`config.mk`:
```
export PLATFORM = sky130hd
export DESIGN_NAME = branch_cc_sequencer
export DESIGN_NICKNAME = d
export VERILOG_FILES = /design/src/rtl/slc3_ctrl_pkg.sv /design/src/rtl/sat_counter.sv /design/src/rtl/branch_cc_sequencer.sv
export SDC_FILE = /design/constraint.sdc
export NUM_CORES = 1
export LEC_CHECK = 0
export BUFFER_PORTS_ARGS = -buffer_cell sky130_fd_sc_hd__buf_2
export CAP_MARGIN = 30
export CORE_UTILIZATION = 49
export CTS_CLUSTER_DIAMETER = 30
export DETAILED_ROUTE_END_ITERATION = 8
export GPL_TIMING_DRIVEN = 0
export PLACE_DENSITY = 0.75
export SLEW_MARGIN = 20
export SYNTH_ARGS = -nofsm -noshare
export SYNTH_HDL_FRONTEND = slang
export SYNTH_SLANG_ARGS = --single-unit
```
`constraint.sdc`:
```
create_clock -name Clk -period 1.6 [get_ports Clk]
set_input_delay 0.24 -clock Clk [delete_from_list [all_inputs] [get_ports Clk]]
set_output_delay 0.24 -clock Clk [all_outputs]
set_load 0.01 [all_outputs]
```
`src/rtl/slc3_ctrl_pkg.sv`:
```
// -----------------------------------------------------------------------------
// slc3_ctrl_pkg
// Shared control definitions for the SLC-3 branch / condition-code sequencer:
//   - opcode constants (IR[15:12]) for the instructions the sequencer decodes
//   - PC mux select encodings
//   - branch_state_t, the sequencer FSM state type
//   - is_cc_op(), which picks out the opcodes whose result loads NZP
// -----------------------------------------------------------------------------
package slc3_ctrl_pkg;

    localparam logic [3:0] OP_BR  = 4'b0000;
    localparam logic [3:0] OP_ADD = 4'b0001;
    localparam logic [3:0] OP_AND = 4'b0101;
    localparam logic [3:0] OP_NOT = 4'b1001;
    localparam logic [3:0] OP_LDR = 4'b0110;

    localparam logic [1:0] PCMUX_INC   = 2'b00;
    localparam logic [1:0] PCMUX_ADDER = 2'b10;

    typedef enum logic [2:0] {
        S_IDLE     = 3'd0,
        S_WAIT_RES = 3'd1,
        S_BEN_LD   = 3'd2,
        S_BEN_EVAL = 3'd3,
        S_BR_TAKE  = 3'd4,
        S_DONE     = 3'd5
    } branch_state_t;

    // True for the opcodes whose datapath result must be captured into NZP.
    function automatic logic is_cc_op(input logic [3:0] op);
        logic hit;
        case (op)
            OP_ADD:  hit = 1'b1;
            OP_AND:  hit = 1'b1;
            OP_NOT:  hit = 1'b1;
            OP_LDR:  hit = 1'b1;
            default: hit = 1'b0;
        endcase
        return hit;
    endfunction

endpackage

```
`src/rtl/sat_counter.sv`:
```
// -----------------------------------------------------------------------------
// sat_counter
// W-bit up counter that sticks at all-ones instead of wrapping.
// Ports:
//   clk   in  1 : clock, rising edge
//   rst_n in  1 : asynchronous active-low reset (counter -> 0)
//   inc   in  1 : add one this cycle (ignored once saturated)
//   clr   in  1 : synchronous clear; wins over a simultaneous inc
//   q     out W : current count
// -----------------------------------------------------------------------------
module sat_counter #(
    parameter int W = 16
) (
    input  logic         clk,
    input  logic         rst_n,
    input  logic         inc,
    input  logic         clr,
    output logic [W-1:0] q
);

    localparam logic [W-1:0] CNT_ZERO = {W{1'b0}};
    localparam logic [W-1:0] CNT_ONE  = {{(W-1){1'b0}}, 1'b1};
    localparam logic [W-1:0] CNT_MAX  = {W{1'b1}};

    logic [W-1:0] q_q;
    logic [W-1:0] q_d;

    // Next count: clear first, then saturating increment, else hold.
    always_comb begin
        q_d = q_q;
        if (clr) begin
            q_d = CNT_ZERO;
        end else if (inc && (q_q != CNT_MAX)) begin
            q_d = q_q + CNT_ONE;
        end else begin
            q_d = q_q;
        end
    end

    // Count register.
    always_ff @(posedge clk or negedge rst_n) begin
        if (!rst_n) begin
            q_q <= CNT_ZERO;
        end else begin
            q_q <= q_d;
        end
    end

    assign q = q_q;

endmodule

```
`src/rtl/branch_cc_sequencer.sv`:
```
// -----------------------------------------------------------------------------
// branch_cc_sequencer
// Control FSM beside the ISDU that drives the NZP/BEN block and the PC load
// for each issued instruction, and keeps saturating branch statistics.
//   - CC-setting ops (ADD/AND/NOT/LDR) wait for result_valid and strobe LD_CC
//     in that same cycle; a result that never arrives is abandoned after
//     TIMEOUT cycles and retired with err.
//   - BR strobes LD_BEN, samples BEN the following cycle, and on taken loads
//     PC through the adder path.
//   - Every other opcode retires one cycle after accept.
// Ports:
//   Clk, Reset          : clock (rising edge), async active-low reset
//   issue_valid/_ready  : instruction issue handshake (ready only in S_IDLE)
//   opcode [3:0]        : IR[15:12] of the offered instruction
//   result_valid        : datapath result is on the bus this cycle
//   BEN                 : registered branch-enable from NZP_BEN_block
//   LD_CC, LD_BEN       : NZP / BEN register load enables
//   LD_PC, PCMUX_sel    : PC load enable and PC mux select
//   done, err           : retire pulse, timeout pulse (coincides with done)
//   stats_clr           : synchronous clear of both statistics counters
//   branch_count        : BRs evaluated (saturating)
//   taken_count         : BRs taken (saturating)
// -----------------------------------------------------------------------------
module branch_cc_sequencer
    import slc3_ctrl_pkg::*;
#(
    parameter int CNT_W   = 16,
    parameter int TIMEOUT = 15
) (
    input  logic             Clk,
    input  logic             Reset,
    input  logic             issue_valid,
    output logic             issue_ready,
    input  logic [3:0]       opcode,
    input  logic             result_valid,
    input  logic             BEN,
    output logic             LD_CC,
    output logic             LD_BEN,
    output logic             LD_PC,
    output logic [1:0]       PCMUX_sel,
    output logic             done,
    output logic             err,
    input  logic             stats_clr,
    output logic [CNT_W-1:0] branch_count,
    output logic [CNT_W-1:0] taken_count
);

    // Wide enough to hold the value TIMEOUT itself.
    localparam int WAIT_W = (TIMEOUT < 2) ? 1 : $clog2(TIMEOUT + 1);
    localparam logic [WAIT_W-1:0] WAIT_ZERO  = {WAIT_W{1'b0}};
    localparam logic [WAIT_W-1:0] WAIT_ONE   = {{(WAIT_W-1){1'b0}}, 1'b1};
    localparam logic [WAIT_W-1:0] WAIT_LIMIT = WAIT_W'(TIMEOUT);

    branch_state_t     state_q;
    branch_state_t     state_d;
    logic [WAIT_W-1:0] wait_cnt_q;
    logic [WAIT_W-1:0] wait_cnt_d;
    logic [WAIT_W-1:0] wait_inc_s;
    logic              timeout_q;
    logic              timeout_d;
    logic              br_inc_s;
    logic              tk_inc_s;

    assign wait_inc_s = wait_cnt_q + WAIT_ONE;

    // Next-state, wait-counter and output decode.
    always_comb begin
        state_d     = state_q;
        wait_cnt_d  = wait_cnt_q;
        timeout_d   = timeout_q;
        issue_ready = 1'b0;
        LD_CC       = 1'b0;
        LD_BEN      = 1'b0;
        LD_PC       = 1'b0;
        PCMUX_sel   = PCMUX_INC;
        done        = 1'b0;
        err         = 1'b0;
        br_inc_s    = 1'b0;
        tk_inc_s    = 1'b0;

        case (state_q)
            S_IDLE: begin
                issue_ready = 1'b1;
                if (issue_valid) begin
                    wait_cnt_d = WAIT_ZERO;
                    timeout_d  = 1'b0;
                    if (is_cc_op(opcode)) begin
                        state_d = S_WAIT_RES;
                    end else if (opcode == OP_BR) begin
                        state_d = S_BEN_LD;
                    end else begin
                        state_d = S_DONE;
                    end
                end else begin
                    state_d = S_IDLE;
                end
            end

            S_WAIT_RES: begin
                // A result arriving in the last allowed cycle still counts.
                if (result_valid) begin
                    LD_CC   = 1'b1;
                    state_d = S_DONE;
                end else begin
                    wait_cnt_d = wait_inc_s;
                    if (wait_inc_s == WAIT_LIMIT) begin
                        timeout_d = 1'b1;
                        state_d   = S_DONE;
                    end else begin
                        state_d = S_WAIT_RES;
                    end
                end
            end

            S_BEN_LD: begin
                LD_BEN  = 1'b1;
                state_d = S_BEN_EVAL;
            end

            S_BEN_EVAL: begin
                // BEN now reflects the value latched by the LD_BEN strobe.
                br_inc_s = 1'b1;
                if (BEN) begin
                    tk_inc_s = 1'b1;
                    state_d  = S_BR_TAKE;
                end else begin
                    state_d = S_DONE;
                end
            end

            S_BR_TAKE: begin
                LD_PC     = 1'b1;
                PCMUX_sel = PCMUX_ADDER;
                state_d   = S_DONE;
            end

            S_DONE: begin
                done      = 1'b1;
                err       = timeout_q;
                timeout_d = 1'b0;
                state_d   = S_IDLE;
            end

            default: begin
                state_d   = S_IDLE;
                timeout_d = 1'b0;
            end
        endcase
    end

    // FSM state, wait counter and timeout flag registers.
    always_ff @(posedge Clk or negedge Reset) begin
        if (!Reset) begin
            state_q    <= S_IDLE;
            wait_cnt_q <= WAIT_ZERO;
            timeout_q  <= 1'b0;
        end else begin
            state_q    <= state_d;
            wait_cnt_q <= wait_cnt_d;
            timeout_q  <= timeout_d;
        end
    end

    sat_counter #(.W(CNT_W)) u_branch_cnt (
        .clk   (Clk),
        .rst_n (Reset),
        .inc   (br_inc_s),
        .clr   (stats_clr),
        .q     (branch_count)
    );

    sat_counter #(.W(CNT_W)) u_taken_cnt (
        .clk   (Clk),
        .rst_n (Reset),
        .inc   (tk_inc_s),
        .clr   (stats_clr),
        .q     (taken_count)
    );

endmodule

```
==> run_results.csv <==
group,metric,value,unit
clocking,cts_tree,"yes",
timing,hold_slack,198,ps
critical_path,setup.worst_path.class,"flop to flop",
timing,setup_viol_count_final,32,
status,failed_checks,"negative setup slack",
drt,drcViolationCount,0,
floorplanning,core,0.00475,mm^2
global_route,grt_start_max_net_pins,41,
critical_path,worstPathArrival,1980,ps
yosys,ys.warnings.count,0,
yosys,avgSynthCellArea,9.10,um^2
drt,first_pass_iters,4,
clocking,cts.htree.levels,2,
critical_path,cp-start-kind,"flop",
clocking,clkTransAtPathRegs,80,ps
power_and_ir_drop,combPwrFrac,26.8,%
yosys,synth_ff_type,"dfrtp_1",
clocking,clkLatencyLatePin,300,ps
yosys,synth_nets,281,
timing,fin_crit_sh,109,%
floorplanning,die_w,72.4,um
drt,postRouteAntennaNets,0,
yosys,synth_compound_area_share,17.4,%
power_and_ir_drop,cellInternalPower,1.69,mW
floorplanning,boundaryPins,50,
power_and_ir_drop,p_seq_share,46.4,%
yosys,synth_edf_count,0,
global_route,use_met2,43.2,%
floorplanning,die_y,72.4,um
global_route,grt.overflow.total,0,
clocking,cts_buffer_depth,2,
power_and_ir_drop,power-per-cell-area,692,mW/mm^2
power_and_ir_drop,power.clock.fraction,26.8,%
yosys,synth_cell_types,50,
critical_path,r2r_slack,-150,ps
critical_path,cp.required,1820,ps
timing,maxSlewViolCount,0,
yosys,async_reset_ff_share,100,%
global_route,track_usage,26.1,%
yosys,ys_seq_area_share,41.2,%
clocking,numCtsBuffers,5,
placed_design,placed_area,0.00286,mm^2
critical_path,crit_fanout,5,
power_and_ir_drop,cellLeakagePower,1.61,nW
yosys,synth_xor_area_share,0.721,%
yosys,syn_area,0.00243,mm^2
timing,finalSetupTns,-2670,ps
yosys,yosys.area_share.simple,29.8,%
power_and_ir_drop,ir_worst_vdd,0.568,mV
clocking,cts.sinks,40,
global_route,met3_usage,5.28,%
finish,antenna_cells,0,
finish,layout-drive-gt1-share,49.4,%
yosys,synthMuxAreaShare,4.12,%
timing,final_hold_viol_count,0,
job,maxCapViolations,0,
status,status,"finished, violations left",
power_and_ir_drop,p_sw_share,31.8,%
drt,first_iter_violations,176,
yosys,synth_fa_ha_area_share,2.06,%
finish,design_area,0.00358,mm^2
drt,vias_per_cell,5.98,
hold_path,hold_class,"primary input to flop",
finish,fin_util,75.3,%
global_route,grt_pass1_vias,2336,
global_route,use_met1,33.8,%
yosys,synth_top_family_by_area,"simple AND/OR/NAND/NOR gates",
floorplanning,die_area,0.00524,mm^2
global_route,grt_antenna_before_repair,0,
drt,wire_per_inst,16.6,um
timing,fin_crit,1750,ps
critical_path,endpoint_kind,"flop",
drt,wirelength,7130,um
yosys,ys_ff_latch,40,
timing,clock_skew,4.91,ps
floorplanning,start_util,51.1,%
power_and_ir_drop,total_power,2.48,mW
drt,vias,2566,
finish,nets,375,
global_route,busiest_layer,"met2",
clocking,root_buffer,"clkbuf_8",
placed_design,hpwl,4100,um
finish,area_growth,47.4,%
timing,fmax,571,MHz
timing,rsz0062_at_grt,"yes",
timing,setup_slack,-151,ps
floorplanning,fp-row-count,25,
placed_design,io_buffers,48,
yosys,syn_inst,267,
global_route,grt_pass1_wl,10700,um
placed_design,place_congestion,0.789,
power_and_ir_drop,power_switching,0.787,mW
## cell families after synthesis
group / after synthesis
AND/OR/NAND/NOR: 121
AO/OA/AOI/OAI: 67
flip-flops: 40
buffers and inverters: 23
multiplexers: 9
adder cells (fa/ha/maj): 4
XOR/XNOR: 2
other: 1
## synthesized netlist by cell type (all sizes together), types with 4 or more instances
cell	number	area share, %
dfrtp	40	41
a21oi	25	5.1
nand3	19	3.9
nand2	18	2.8
o31ai	14	4.3
or4	14	4.3
buf	12	2.9
nor2	12	1.9
nor2b	12	3.1
o21ai	10	2.1
nand4	9	2.6
mux2	8	3.7
and3	6	1.5
clkbuf	6	0.93
inv	5	0.77
nor3	5	1.0
or3	5	1.3
and4	4	1.5
ha	4	2.1
nor4	4	1.0
## registers in the layout (all words and copies together) (netlist names)
register,count
timeout_q,1
u_taken_cnt.q,16
u_branch_cnt.q,16
state_q,3
wait_cnt_q,4
## routing by layer
layer  vias up  wire, um
met5         -         0
met4         0       110
met3        14       361
met2        77      3700
met1      1271      2960
li1       1204         -
## worst max-delay path: stages, from the launching register on
cell	delay [ps]
dfrtp_1	400
buf_4	150
and3_1	250
nand4_1	250
or4_1	480
a21oi_2	140
## layout make-up
cell class,count,area (um^2)
Timing Repair Buffer,89,587
Inverter,5,18.8
Tap cell,67,83.8
Buffer,16,145
Clock buffer,7,76.3
Fill cell,332,1170
Clock inverter,1,5.00
Multi-Input combinational cell,204,1660
Sequential cell,40,1010
## through the flow
step	std cells	worst slack, ps
global placement	382	-337
finish	429	-151
CTS	419	-153
floorplan	267	-179
detailed placement	382	-375
global route	429	-244
## path summary, 6_finish.rpt
kind                                  startpoint           endpoint  cells after the start
max in group asynchronous                  Reset  u_branch_cnt.q[5]                      3
min in group asynchronous                  Reset  u_branch_cnt.q[9]                      2
worst min-delay path                   stats_clr  u_branch_cnt.q[9]                      3
worst max-delay path            u_taken_cnt.q[0]  u_taken_cnt.q[13]                      5
worst min register to register         timeout_q          timeout_q                      2
worst max register to register  u_taken_cnt.q[0]  u_taken_cnt.q[13]                      5
## power groups by stage
| stage | clock (mW) | sequential, mW | combinational, mW |
|---|---|---|---|
| final | 0.663 | 1.15 | 0.664 |
| after global routing | 0.726 | 1.16 | 0.726 |
| after CTS | 0.678 | 1.14 | 0.587 |
| after detailed placement | 0 | 1.16 | 0.551 |
| after global placement | 0 | 1.16 | 0.541 |
| after floorplan | 0 | 1.15 | 0.395 |
## placed cells by master (no fill, tap or decap), types with 12 or more instances in the layout
cell type  count
a21oi_2       12
buf_6         15
nand3_1       18
dfrtp_1       35
o31ai_1       13
a21oi_1       13
buf_2         49
nor2_1        12
buf_4         33
nand2_1       14
## repair_timing
item | 4_1_cts | 5_1_grt
setup endpoints to repair | 38 | 41
resized for setup | 33 | 53
endpoints found under the hold margin | 0 | 15
hold buffers | 0 | 1
setup buffers | 31 | 7
gates cloned | 0 | 2
pin swaps | 17 | 25
No activity file was read; power rests on OpenSTA's default activity.
